[config.mk]
export PLATFORM = sky130hd
export DESIGN_NAME = arb_merge_rr_mmu
export DESIGN_NICKNAME = d
export VERILOG_FILES = /design/src/rtl/arb_merge_rr_mmu.sv
export SDC_FILE = /design/constraint.sdc
export NUM_CORES = 1
export LEC_CHECK = 0
export ABC_AREA = 1
export ABC_CLOCK_PERIOD_IN_PS = 6510
export BUFFER_PORTS_ARGS = -buffer_cell sky130_fd_sc_hd__buf_4
export CAP_MARGIN = 30
export CORE_AREA = 2 2 282 284
export CTS_BUF_LIST = sky130_fd_sc_hd__clkbuf_8
export DETAILED_ROUTE_END_ITERATION = 16
export DIE_AREA = 0 0 284 286
export HOLD_SLACK_MARGIN = 0.12
export PLACE_DENSITY_LB_ADDON = 0.15
export SETUP_SLACK_MARGIN = 0.05
export SLEW_MARGIN = 20
export SYNTH_ARGS = -nofsm -noshare
export SYNTH_HDL_FRONTEND = slang
export SYNTH_SLANG_ARGS = --single-unit
[constraint.sdc]
create_clock -name clk -period 6.51 [get_ports clk]
set_input_delay 0.651 -clock clk [delete_from_list [all_inputs] [get_ports clk]]
set_output_delay 0.651 -clock clk [all_outputs]
set_load 0.05 [all_outputs]
[src/rtl/arb_merge_rr_mmu.sv]
// N-port arbitrating merge for the MMU request paths: one holding stage per port,
// round-robin or fixed-priority arbitration, grant held stable while the output stalls.
module arb_merge_rr_mmu #(
    parameter int unsigned NUM_PORTS  = 8,
    parameter int unsigned DATA_WIDTH = 79,
    parameter bit          RR_EN      = 1'b1,
    localparam int unsigned ID_W      = $clog2(NUM_PORTS)
) (
    input  logic                            clk,
    input  logic                            rstn,
    input  logic [NUM_PORTS-1:0]            i_valid,
    input  logic [NUM_PORTS*DATA_WIDTH-1:0] i_data,
    output logic [NUM_PORTS-1:0]            o_ready,
    output logic                            o_valid,
    output logic [DATA_WIDTH-1:0]           o_data,
    output logic [ID_W-1:0]                 o_id,
    input  logic                            i_ready,
    output logic                            o_busy
);

    logic [NUM_PORTS-1:0]  full;
    logic [DATA_WIDTH-1:0] data_q [NUM_PORTS];
    logic [ID_W-1:0]       rr_ptr;
    logic                  lock_vld;
    logic [ID_W-1:0]       lock_id;

    logic [ID_W-1:0]       grant;
    logic [NUM_PORTS-1:0]  gnt_oh;
    logic                  xfer;

    // A stalled grant is pinned via lock_id so later arrivals cannot preempt it.
    always_comb begin
        logic        found;
        int unsigned idx;
        grant = '0;
        found = 1'b0;
        idx   = 0;
        if (lock_vld) begin
            grant = lock_id;
        end else begin
            for (int unsigned i = 0; i < NUM_PORTS; i++) begin
                idx = RR_EN ? ((32'(rr_ptr) + i) % NUM_PORTS) : i;
                if (!found && full[idx]) begin
                    grant = ID_W'(idx);
                    found = 1'b1;
                end
            end
        end
    end

    assign o_valid = |full;
    assign o_busy  = |full;
    assign xfer    = o_valid & i_ready;
    assign o_id    = o_valid ? grant : '0;
    assign o_data  = o_valid ? data_q[grant] : '0;

    always_comb begin
        for (int unsigned k = 0; k < NUM_PORTS; k++) begin
            gnt_oh[k]  = o_valid && (grant == ID_W'(k));
            o_ready[k] = ~full[k] | (gnt_oh[k] & i_ready);
        end
    end

    always_ff @(posedge clk or negedge rstn) begin
        if (!rstn) begin
            full     <= '0;
            rr_ptr   <= '0;
            lock_vld <= 1'b0;
            lock_id  <= '0;
            for (int unsigned k = 0; k < NUM_PORTS; k++) begin
                data_q[k] <= '0;
            end
        end else begin
            // A refill accepted in the same cycle as its own transfer keeps the stage full.
            for (int unsigned k = 0; k < NUM_PORTS; k++) begin
                if (i_valid[k] && o_ready[k]) begin
                    full[k]   <= 1'b1;
                    data_q[k] <= i_data[k*DATA_WIDTH +: DATA_WIDTH];
                end else if (xfer && gnt_oh[k]) begin
                    full[k] <= 1'b0;
                end
            end
            if (xfer) begin
                lock_vld <= 1'b0;
                if (RR_EN) begin
                    rr_ptr <= (grant == ID_W'(NUM_PORTS - 1)) ? '0 : grant + 1'b1;
                end
            end else if (o_valid) begin
                lock_vld <= 1'b1;
                lock_id  <= grant;
            end
        end
    end

endmodule

Word level (Yosys, flattened, before mapping)

Index checks and enable logic that the tools add are counted.
Widths: inputs -> output; s select.

Logic and storage cells: 183
Flip-flop bits (word level): 647
Input bits: 643

Reductions and logical operators: 50
Mux-type cells: 63
Magnitude comparators: 9
Equality and inequality tests: 7
Bitwise logic cells: 27
Add/sub/neg operators: 8

Operators with widths:

| kind                | number |
|---|---|
| $bmux 79 s3         | 1 |
| $mux 79             | 3 |
| $mux 1              | 40 |
| $mux 3              | 11 |
| $lt 3x4->1 const B  | 8 |
| $logic_and 1x1->1   | 31 |
| $bmux 1 s3          | 8 |
| $reduce_bool 2->1   | 9 |
| $add 3x3->3 const B | 4 |
| $eq 3x3->1 const B  | 4 |
| $and 1x1->1         | 9 |
| $not 1->1           | 9 |
| $or 1x1->1          | 8 |
| $reduce_or 8->1     | 1 |
| $logic_not 1->1     | 7 |
| $add 3x1->3 const B | 2 |
| $add 3x2->3 const B | 2 |
| $eq 3x2->1 const B  | 2 |
| $ge 4x4->1 const B  | 1 |
| $not 3->4           | 1 |
| $eq 3x1->1 const B  | 1 |
| $logic_not 3->1     | 1 |
| $reduce_and 2->1    | 1 |

Depth between registers and ports, before layout

Depth after elaboration: 38
Depth in mapped cells: 25
Mapped depth without buffers: 22

Worst setup path after synthesis

OpenSTA, ideal clock, no wires.

Path kind: reg-to-reg
From: reg rr_ptr[1]
To: reg data_q[0] in the netlist's numbering
Path slack: 2.146 ns
Buffers on the path: 4
Cell stages (with the launch flop): 25
Data arrival time: 4.239 ns
Data required time: 6.385 ns
Path through: dfrtp_1 > buf_2 > inv_2 > ha_1 > inv_2 > nand3_1 > nand3_1 > nand2_1 > nor2_4 > nand4_2 > nor2_4 > nand4_1 > nand2_1 > inv_1 > nand2_1 > nand2_1 > buf_2 > buf_1 > ha_1 > ha_1 > nand2_1 > nand2_1 > nand2_1 > clkbuf_1 > mux2_2

Longest elaborated chain between the ends: 37

RTL lines:

| item                                                 | line | text |
|---|---|---|
| start, declared                                      | 23   | `logic [ID_W-1:0] rr_ptr;` |
| start signal, assigned                               | 86   | `rr_ptr <= (grant == ID_W'(NUM_PORTS - 1)) ? '0 : grant + 1'b1;` |
| branches (longest 30 deep; another with $add 3x1->3) | -    |  |
| $mux 3 (*)                                           | 43   | `if (!found && full[idx]) begin` |
| $mux 3 (*)                                           | 38   | `if (lock_vld) begin` |
| $eq 3x3->1 (*)                                       | 59   | `gnt_oh[k] = o_valid && (grant == ID_W'(k));` |
| $logic_and 1x1->1 (*)                                | 59   |  |
| $and 1x1->1 (*)                                      | 60   | `o_ready[k] = ~full[k] \| (gnt_oh[k] & i_ready);` |
| $or 1x1->1 (*)                                       | 60   |  |
| named net o_ready[7]                                 | 13   | `output logic [NUM_PORTS-1:0] o_ready,` |
| $logic_and 1x1->1 (*)                                | 76   | `if (i_valid[k] && o_ready[k]) begin` |
| end signal, assigned by index                        | 78   | `data_q[k] <= i_data[k*DATA_WIDTH +: DATA_WIDTH];` |
| end, declared                                        | 22   | `logic [DATA_WIDTH-1:0] data_q [NUM_PORTS];` |

Mark *: on every way through the listed nets, which the timed path passes. The select of a mux whose other input is x is not followed.
A chain may end at the register's enable or synchronous reset.

Final worst setup path

From: reg rr_ptr[0]
To: out o_data[0]

Longest elaborated chain between the ends: 37

RTL lines:

| item                                                 | line | text |
|---|---|---|
| branches (longest 30 deep; another with $add 3x1->3) | -    |  |
| $mux 3 (*)                                           | 43   |  |
| $mux 3 (*)                                           | 38   |  |
| $not 3->4 (not written as such) (*)                  | 55   | `assign o_data = o_valid ? data_q[grant] : '0;` |
| $bmux 79 s3 (*)                                      | 55   |  |
| $mux 79 (not written as such) (*) (2 in a row)       | 55   |  |
| $mux 79 (*)                                          | 55   |  |
| end, declared                                        | 15   | `output logic [DATA_WIDTH-1:0] o_data,` |

Every way passes the cells marked *. The select of a mux whose other input is x is not followed.

==> results.cfg <==
[run_status]
outcome = finished clean

[yosys]
synth_ff_type = dfrtp_1
synth_top_family_by_area = simple AND/OR/NAND/NOR gates
yosysSeqAreaShare = 0.474
synthSimpleGateAreaFrac = 0.419
synth_edf_count = 0
synth_compound_area_frac = 0.00516
ys_warn_count = 0
syn-instance-count = 4756
synth_top_cell_by_area = dfrtp_1
avgSynthCellArea_um2 = 7.18
synthAdderAreaFrac = 0.00146
synth.area.top_cells = dfrtp_1, nand2_1, nand3_1
syn-cell-area_um2 = 34200
synthMuxAreaShare = 0.0260
synth_top_cell_area_share = 0.474
synthXorXnorAreaFrac = 0.00150
ys_ff_latch = 647
async_flop_share = 1.00
synth_fp_nets = 5403
synth.distinct_cells = 28

[timing]
timing.setup.tns_ns = 0
rsz0062_at_grt = false
drv_slew = 0
tightestPinTransition_ns = 1.25
skew_ns = 0.0479
max_freq_mhz = 169
setup_viol = 0
finalCritPeriodShare = 0.910
finalHoldViolCount = 0
min_period_ns = 5.92
relSlewSlack = 0.166

[final_layout]
n_fill_cell = 7230
drive_gt1_frac = 0.183
nets = 6388
multi_input_area_um2 = 15600
final_common_cell = nand2_1
final_cell_mix = nand2_1, nand3_1, buf_4
area_growth_pct = 37.5
seq_area_um2 = 16200

[worst_setup_path]
r2r_slack_ns = 1.40
cp-start-kind = flop
crit_required_ns = 5.86
crit_arrival_ns = 5.27
crit_type = reg2out
critPathMaxFanout = 95
end_kind = primary output

[floorplanning]
die_w_um = 284
die_h_um = 286
rows = 103
initial_core_util = 0.436
core_area_um2 = 78400
io_pins = 735
die_area_um2 = 81200

[clocking]
cts_sinks = 647
clk_path_buf_depth = 3
clk_pin_slew_worst_paths_ns = 0.06
post_cts_buffers = 0
cts_made_buffers = 116
htree_levels = 3
cts_root_buf = clkbuf_8
cts_tree = done
clock_latency_ns = 0.76

[global_routing]
track_usage = 0.348
overflow = 0
grt_max_degree = 205
grt_pass1_wl_um = 218000
grt_pass1_vias = 35400
antenna_found_initial = 16

[routing]
vias = 36900
drt-pass1-iter-count = 6
drc = 0
wirelength_um = 145000
drtIter0Drc = 3994
vias_per_cell = 5.35
detail_route.wl_per_cell_um = 21.0
ant_nets = 0

[flow_run]
max_cap_violations = 0

[place]
dp.final_hpwl_um = 93700
port_buffers = 734
place.gp.congestion = 0.948

[hold_path]
worstHoldPathType = in2reg
[registers in the layout, indices dropped and copies added, names as in the netlist]
signal and cells:
rr_ptr 3, full 8, data_q 632, lock_id 3
lock_vld 1
[layout make-up]
type / instances / area share
Antenna cell: 13 / 0.000692
Sequential cell: 647 / 0.345
Tap cell: 1050 / 0.0280
Clock inverter: 69 / 0.00818
Multi-Input combinational cell: 3501 / 0.332
Inverter: 259 / 0.0207
Timing Repair Buffer: 1216 / 0.224
Clock buffer: 142 / 0.0416
[final timing paths]
| check | endpoint | cells after the start | start |
|---|---|---|---|
| min in group asynchronous | data_q[486] | 2 | rstn |
| setup / recovery | o_data[0] | 22 | rr_ptr[0] |
| setup reg to reg | data_q[242] | 20 | rr_ptr[0] |
| max in group asynchronous | data_q[241] | 3 | rstn |
| hold / removal | data_q[126] | 3 | i_data[521] |
| hold reg to reg | data_q[617] | 2 | data_q[617] |
[through the flow]
step                hold WS, ns  std cells  cell area (um2)  utilization  setup slack [ns]
detailed placement        0.449       6237            40200        0.513              1.23
finish                    0.160       6897            47000        0.600             0.585
global placement          0.444       6233            40100        0.512              1.23
CTS                       0.120       6880            46800        0.598             0.393
global route              0.124       6895            47000        0.600             0.119
floorplan                 0.355       4756            34200            -              2.15
[worst max-delay path, stage by stage, from the launching register on]
cell and delay, ns:
dfrtp_1 0.61, inv_2 0.16, ha_1 0.44, inv_2 0.17
nand3_1 0.14, nand3_1 0.13, nand2_1 0.11, nor2_4 0.14
nand4_2 0.13, nor2_4 0.18, nand3_1 0.11, nand2_1 0.09
inv_1 0.04, nand2_1 0.04, nand2_1 0.08, nand2_4 0.50
buf_12 0.38, nand3_1 0.14, nand2_1 0.10, nand2_1 0.16
nand2_1 0.11, nor2_1 0.06, buf_4 0.20
[what timing repair did]
item                                    CTS  global route
gates resized for setup                   0             1
endpoints found under the hold margin   498             0
hold buffers                            432             0
endpoints found under the setup margin    0            38
[logic make-up after synthesis]
logic type,Yosys count
and+or+nand+nor,3392
DFF,647
buffers and inverters,608
muxes,79
AOI/OAI and AO/OA,21
xor gates and xnor gates,5
adders and majority gates,4
[metal layers]
| metal | up-vias | part of all wire | GRT usage |
|---|---|---|---|
| met4 | 8 | 0.049 | 0.155 |
| met1 | 17400 | 0.42 | 0.497 |
| met3 | 375 | 0.10 | 0.0865 |
| met5 | - | 0.00038 | 0 |
| met2 | 2069 | 0.42 | 0.500 |
| li1 | 17000 | - | - |
[synth_stat cells, types with 4 or more instances]
cell	count
nand2_1	2215
nand3_1	981
dfrtp_1	647
inv_1	254
clkbuf_1	164
buf_2	151
nor2_1	98
mux2_2	79
nand3b_1	79
buf_1	32
o21ai_0	9
nand2_2	6
nand4_1	6
o21ai_4	6
inv_2	5
a21oi_1	4
ha_1	4
Power is left out: the tool's default activity adds up to more than one toggle a clock period on the data nets, which glitch-free logic cannot reach.
